## config.mk

```make
export PLATFORM = sky130hd
export DESIGN_NAME = icache_ro
export DESIGN_NICKNAME = d
export VERILOG_FILES = /design/src/rtl/icache_ro.sv
export SDC_FILE = /design/constraint.sdc
export NUM_CORES = 1
export LEC_CHECK = 0
export BUFFER_PORTS_ARGS = -buffer_cell sky130_fd_sc_hd__buf_2
export CAP_MARGIN = 20
export CORE_MARGIN = 2
export CORE_UTILIZATION = 35
export CTS_CLUSTER_DIAMETER = 100
export DETAILED_ROUTE_END_ITERATION = 6
export PLACE_DENSITY = 0.59
export REMOVE_ABC_BUFFERS = 1
export SLEW_MARGIN = 40
export SYNTH_ARGS = -nofsm -noshare
export SYNTH_HDL_FRONTEND = slang
export SYNTH_SLANG_ARGS = --single-unit
```

## constraint.sdc

```tcl
create_clock -name clk -period 13.48 [get_ports clk]
set_input_delay 1.348 -clock clk [delete_from_list [all_inputs] [get_ports clk]]
set_output_delay 1.348 -clock clk [all_outputs]
set_load 0.01 [all_outputs]
```

## src/rtl/icache_ro.sv

```systemverilog
// icache_ro: read-only direct-mapped instruction cache with one 4-word
// block per line. Hits are answered combinationally in the request cycle;
// a miss stalls the requester while one 128-bit block is fetched and then
// installed at the indexed line.
module icache_ro #(
  parameter int NUM_BLOCKS = 8
) (
  input  logic         clk,
  input  logic         rst_n,
  input  logic         proc_read,
  input  logic         proc_write,
  input  logic [29:0]  proc_addr,
  input  logic [31:0]  proc_wdata,
  output logic [31:0]  proc_rdata,
  output logic         proc_stall,
  output logic         mem_read,
  output logic         mem_write,
  output logic [27:0]  mem_addr,
  input  logic [127:0] mem_rdata,
  output logic [127:0] mem_wdata,
  input  logic         mem_ready
);

  localparam int IDX_W = $clog2(NUM_BLOCKS);
  localparam int TAG_W = 28 - IDX_W;

  typedef enum logic [0:0] {
    S_IDLE    = 1'b0,
    S_READMEM = 1'b1
  } state_t;

  state_t                r_state;
  state_t                w_next;
  logic [NUM_BLOCKS-1:0] r_valid;
  logic [TAG_W-1:0]      r_tag  [NUM_BLOCKS];
  logic [127:0]          r_data [NUM_BLOCKS];

  logic [IDX_W-1:0]      w_idx;
  logic [TAG_W-1:0]      w_tag;
  logic [127:0]          w_line;
  logic                  w_hit;
  logic                  w_stall;
  logic                  w_mread;
  logic                  w_fill;
  logic [31:0]           w_word;
  logic                  w_unused;

  // Write-side request inputs have no effect on a read-only cache.
  assign w_unused = ^{proc_write, proc_wdata};

  assign w_idx  = proc_addr[IDX_W+1:2];
  assign w_tag  = proc_addr[29:IDX_W+2];
  assign w_line = r_data[w_idx];
  assign w_hit  = r_valid[w_idx] && (r_tag[w_idx] == w_tag);

  // Select the requested word of the indexed line (driven even on a miss).
  always_comb begin
    w_word = w_line[31:0];
    case (proc_addr[1:0])
      2'd0:    w_word = w_line[31:0];
      2'd1:    w_word = w_line[63:32];
      2'd2:    w_word = w_line[95:64];
      2'd3:    w_word = w_line[127:96];
      default: w_word = w_line[31:0];
    endcase
  end

  // Next-state and stall/request decode for the IDLE/READMEM controller.
  always_comb begin
    w_next  = r_state;
    w_stall = 1'b0;
    w_mread = 1'b0;
    w_fill  = 1'b0;
    case (r_state)
      S_IDLE: begin
        if (proc_read && !w_hit) begin
          w_stall = 1'b1;
          w_next  = S_READMEM;
        end else begin
          w_stall = 1'b0;
          w_next  = S_IDLE;
        end
      end
      S_READMEM: begin
        w_stall = 1'b1;
        w_mread = 1'b1;
        if (mem_ready) begin
          w_fill = 1'b1;
          w_next = S_IDLE;
        end else begin
          w_next = S_READMEM;
        end
      end
      default: begin
        w_next = S_IDLE;
      end
    endcase
  end

  // Controller state register; reset abandons any outstanding fetch.
  always_ff @(posedge clk or negedge rst_n) begin
    if (!rst_n) begin
      r_state <= S_IDLE;
    end else begin
      r_state <= w_next;
    end
  end

  // Valid bits: cleared by reset, set when a refill completes.
  always_ff @(posedge clk or negedge rst_n) begin
    if (!rst_n) begin
      r_valid <= '0;
    end else if (w_fill) begin
      r_valid[w_idx] <= 1'b1;
    end
  end

  // Tag and data arrays: overwritten unconditionally on refill, never reset.
  always_ff @(posedge clk) begin
    if (w_fill && rst_n) begin
      r_tag[w_idx]  <= w_tag;
      r_data[w_idx] <= mem_rdata;
    end
  end

  assign proc_stall = w_stall;
  assign proc_rdata = w_word;
  assign mem_read   = w_mread;
  assign mem_addr   = proc_addr[29:2];
  assign mem_write  = 1'b0;
  assign mem_wdata  = 128'd0;

endmodule

```

; ---- Yosys cells after proc, flatten, opt, wreduce, memory -nomap -nowiden
; Memory sizes are Yosys's and may differ from the RTL's.
; Index checks and enable logic that the tools add are counted.
[classes]
n_reduce_logical = 6
n_lt_le_gt_ge = 2
n_mux = 14
bitwise = 2
eq_ne = 4
[op_table]
columns = op, n
row1 = one-hot mux 32 bit (4 select lines), 1
row2 = equality test 25 bit, 1
row3 = two-way mux 1 bit, 9
row4 = OR 8 bit, 1
row5 = equality test 2 bit (second input constant), 2
row6 = logical AND 1 bit, 4
row7 = less-than comparator 3 x 4 -> 1 bit (second input constant), 1
row8 = one-hot mux 1 bit (2 select lines), 2
row9 = binary-select mux 1 bit (select 3 bit), 1
row10 = demux 1 bit (select 3 bit), 1
row11 = >= comparator 3 x 1 -> 1 bit (second input constant), 1
row12 = equality test 2 x 1 -> 1 bit (second input constant), 1
row13 = logical NOT 2 bit, 1
row14 = logical NOT 1 bit, 1
row15 = NOT 1 bit, 1
[word_totals]
register_bits = 9
ramBits = 1224
memories = 2
wordCells = 32
out_inout_bits = 191
in_bits = 195
[mem_list]
columns = name, depth, width, read_ports, rd_clocked_by_memory_dff, write_ports, line
row1 = r_data, 8, 128, 1, 0, 1, 36  ; logic [127:0] r_data [NUM_BLOCKS];
row2 = r_tag, 8, 25, 1, 0, 1, 35  ; logic [TAG_W-1:0] r_tag [NUM_BLOCKS];

; ---- Longest topological paths before layout
[depth]
depth_word = 7
ltp_mapped = 12
depth_no_buf = 7

; ---- Worst setup path before layout
; No wires, ideal clock.
[synth_timing]
path_type = input port to flip-flop
startpoint = input proc_addr[4]
endpoint = memory r_data[2][0] (enable)
t_arrival_ps = 12991
n_path_buf = 8
setup_time_ps = 854
setup_slack_ps = -366
required_time_ps = 12626
cell_stages = 9
cell_sequence = buf_2 > buf_6 > buf_4 > buf_4 > buf_4 > buf_4 > buf_2 > buf_2 > nor3_1
[synth_lines]
columns = element, line
row1 = start: declaration, 12  ; input logic [29:0] proc_addr,
row2 = end: declaration, 36
; Straight into the memory's write port.

; ---- Final worst setup path
[layout_timing]
startpoint = input proc_addr[4]
endpoint = output proc_rdata[15]
[layout_via]
elab_chain_len = 2
[layout_rtl]
columns = element, line
row1 = memory (8 x 128 bit), -
row2 = one-hot mux 32 bit (4 select lines), 59  ; case (proc_addr[1:0])
row3 = end: declaration, 14  ; output logic [31:0] proc_rdata,
; Every way passes these cells.

==> impl_metrics.toml <==
[drt]
ant_nets = 0
drt-pass1-iter-count = 5
first_iter_violations = 2260
vias_per_cell = 5.35
num_vias = 25500
wirelength_um = 126000
drc_errors = 0
wire_per_inst_um = 26.4

[clock_network]
clockBufferDepth = 3
postCtsSetupBuffers = 0
cts_buffers = 117
cts_resized = 0
cts_tree = "built"
cts_max_level = 3
clkTransAtPathRegs_ns = 0.06
numClockSinks = 1233
ctsRootBufferMaster = "clkbuf_16"
worstSkewPairLatency_ns = 0.71
postCtsHoldBufs = 0

[final_layout]
nFillCells = 12000
finish.utilization = 0.400
multi_input_area_um2 = 9020
regArea_um2 = 37000
syn2layout_area_growth_pct = 13.8
drive_above_1_share = 0.189
final_area_um2 = 53900
nets = 3072

[logic_synthesis]
synth_edf_count = 1224
syn_area_um2 = 47400
yosysTopAreaCell = "edfxtp_1"
ys_seq_area_frac = 0.781
ys_types = 57
ys.flop_type = "edfxtp_1"
async_flop_share = 0.00730
yosysWarnings = 0
synth_area_leaders = "edfxtp_1 78%, a22oi_1 3.5%, buf_4 2.7%, mux2i_1 2.4%, mux4_2 1.7%"
ys_ff_latch = 1233
syn_avg_cell_area_um2 = 17.9
syn_inst = 2652
synth_top_area_share = 0.776

[timing]
period_needed_ns = 6.75
worst_slack_ns = 6.73
setup_viol_count_final = 0
period_share = 0.500
hold_violations = 0
max_freq_mhz = 148
slew_headroom = 0.406
skew_ns = 0.0222
rsz0062_at_grt = "no"
drv_slew = 0
worst_pin_slew_ns = 0.888
tns_ns = 0

[power_and_ir_drop]
power.total_mw = 7.93
p_leak_nw = 17.4
vdd_drop_max_mv = 0.105
p_per_area_nw_per_um2 = 147

[grt]
grt_max_degree = 102
grt_pass1_vias = 24500
grt_pass1_wl_um = 179000
grt_usage = 0.179
antenna_found_initial = 64
overflow = 0

[floorplan]
coreArea_um2 = 135000
ios = 386
dieArea_um2 = 138000
fp-row-count = 135
die_w_um = 372
die_h_um = 372
initial_utilization = 0.351

[worst_hold_path]
hp-class = "reg -> reg"

[critical_path]
critical_path_arrival_ns = 5.40
cp.required_ns = 12.13
crit_chain = "buf_8 -> buf_4 -> and3_4 -> buf_4 -> a22oi_1 -> a41oi_1 -> a21oi_1 -> a22oi_1 -> buf_2"
worstSetupStartpointType = "input port"
max_stage_delay_ns = 0.79
critPathTopFamily = "buffers and inverters"
path_max_fanout = 69
crit_path_top_delay_cell = "and3_4"
path_buf_inv = 4
crit_type = "in -> out"
endpoint_kind = "primary output"

[placement]
numPortBuffers = 223
dpl_cell_area_um2 = 50100
place_hpwl_um = 69500
post-place-ws_ns = 6.76
place_congestion = 0.711

[flow_run]
maxCapViolations = 0

[run_status]
outcome = "complete, no violations"
[cells in the mapped netlist, types with 17 or more instances]
cell and n:
edfxtp_1 1224, a22oi_1 219, buf_4 171, mux2i_1 112
a21oi_1 100, nand2_1 97, a221oi_1 77, buf_2 69
o21ai_0 63, a22o_1 61, nor2_1 57, clkbuf_1 56
mux2_2 36, mux4_2 36, nand4_1 32, a31oi_1 31
nand3_1 24, xnor2_1 17
[final cells by class]
class                      count  area share
antenna                       13    0.000603
clock buffer                 135      0.0567
clock inverter                86      0.0128
inverter                       3    0.000232
multi-input combinational   1228       0.167
sequential                  1233       0.686
tap                         1781      0.0413
timing repair buffer         294      0.0352
[state kept, by name (all words and copies together), names as in the netlist]
name / flops
r_data: 1024
r_state: 1
r_tag: 200
r_valid: 8
[per-layer routing]
layer / vias up / GRT usage / wire (um)
met5: - / 0 / 384
met4: 62 / 0.0474 / 2510
met3: 238 / 0.0415 / 10300
met2: 1025 / 0.286 / 59800
met1: 13200 / 0.245 / 53200
li1: 11000 / - / -
[path summary, 6_finish.rpt]
kind / end / slack (ns) / depth (start not counted) / startpoint
max: proc_rdata[15] / 6.73 / 9 / proc_addr[4]
min: r_valid[3]$_DFFE_PN0P_ / 0.47 / 1 / r_valid[3]$_DFFE_PN0P_
max reg2reg: r_data[1][75]$_DFFE_PP_ / 9.54 / 4 / r_state$_DFF_PN0_
min reg2reg: r_valid[3]$_DFFE_PN0P_ / 0.47 / 1 / r_valid[3]$_DFFE_PN0P_
max in group asynchronous: r_valid[0]$_DFFE_PN0P_ / 12.75 / 1 / rst_n
min in group asynchronous: r_state$_DFF_PN0_ / 0.50 / 1 / rst_n
[layout by cell type (no fill, tap or decap), drive strengths merged, types with 32 or more instances in the layout]
| cell type | instances |
|---|---|
| a21oi | 100 |
| a221oi | 77 |
| a22o | 61 |
| a22oi | 219 |
| buf | 294 |
| clkbuf | 135 |
| clkinv | 64 |
| conb | 129 |
| edfxtp | 1224 |
| mux2 | 36 |
| mux2i | 112 |
| mux4 | 41 |
| nand2 | 97 |
| nand4 | 32 |
| nor2 | 58 |
| o21ai | 64 |
[worst register-to-register path, stage by stage (launching register included)]
cell     delay [ns]
dfrtp_1        0.55
nand3_1        0.68
nor2_4         0.84
buf_4          0.68
buf_6          0.75
[cells by family after synthesis]
kind of cell	after synthesis	share of synthesized area
buf+inv	319	0.0418
other cells	1	0.0000792
xor+xnor	22	0.00407
simple gates	248	0.0243
flops	1233	0.781
compound gates	640	0.0971
mux	189	0.0521
[report_power, final]
| part | internal [mW] | switching [mW] |
|---|---|---|
| combinational | 0.135 | 0.305 |
| clock | 1.81 | 1.40 |
| sequential | 4.26 | 0.0110 |
| total | 6.21 | 1.72 |
[metrics by stage]
stage / cells / hold WS, ns
after floorplan: 2464 / 0.437
after global placement: 4530 / 0.446
after detailed placement: 4537 / 0.457
after CTS: 4758 / 0.471
after global routing: 4764 / 0.489
final: 4773 / 0.466
No activity file was read; power rests on OpenSTA's default activity.
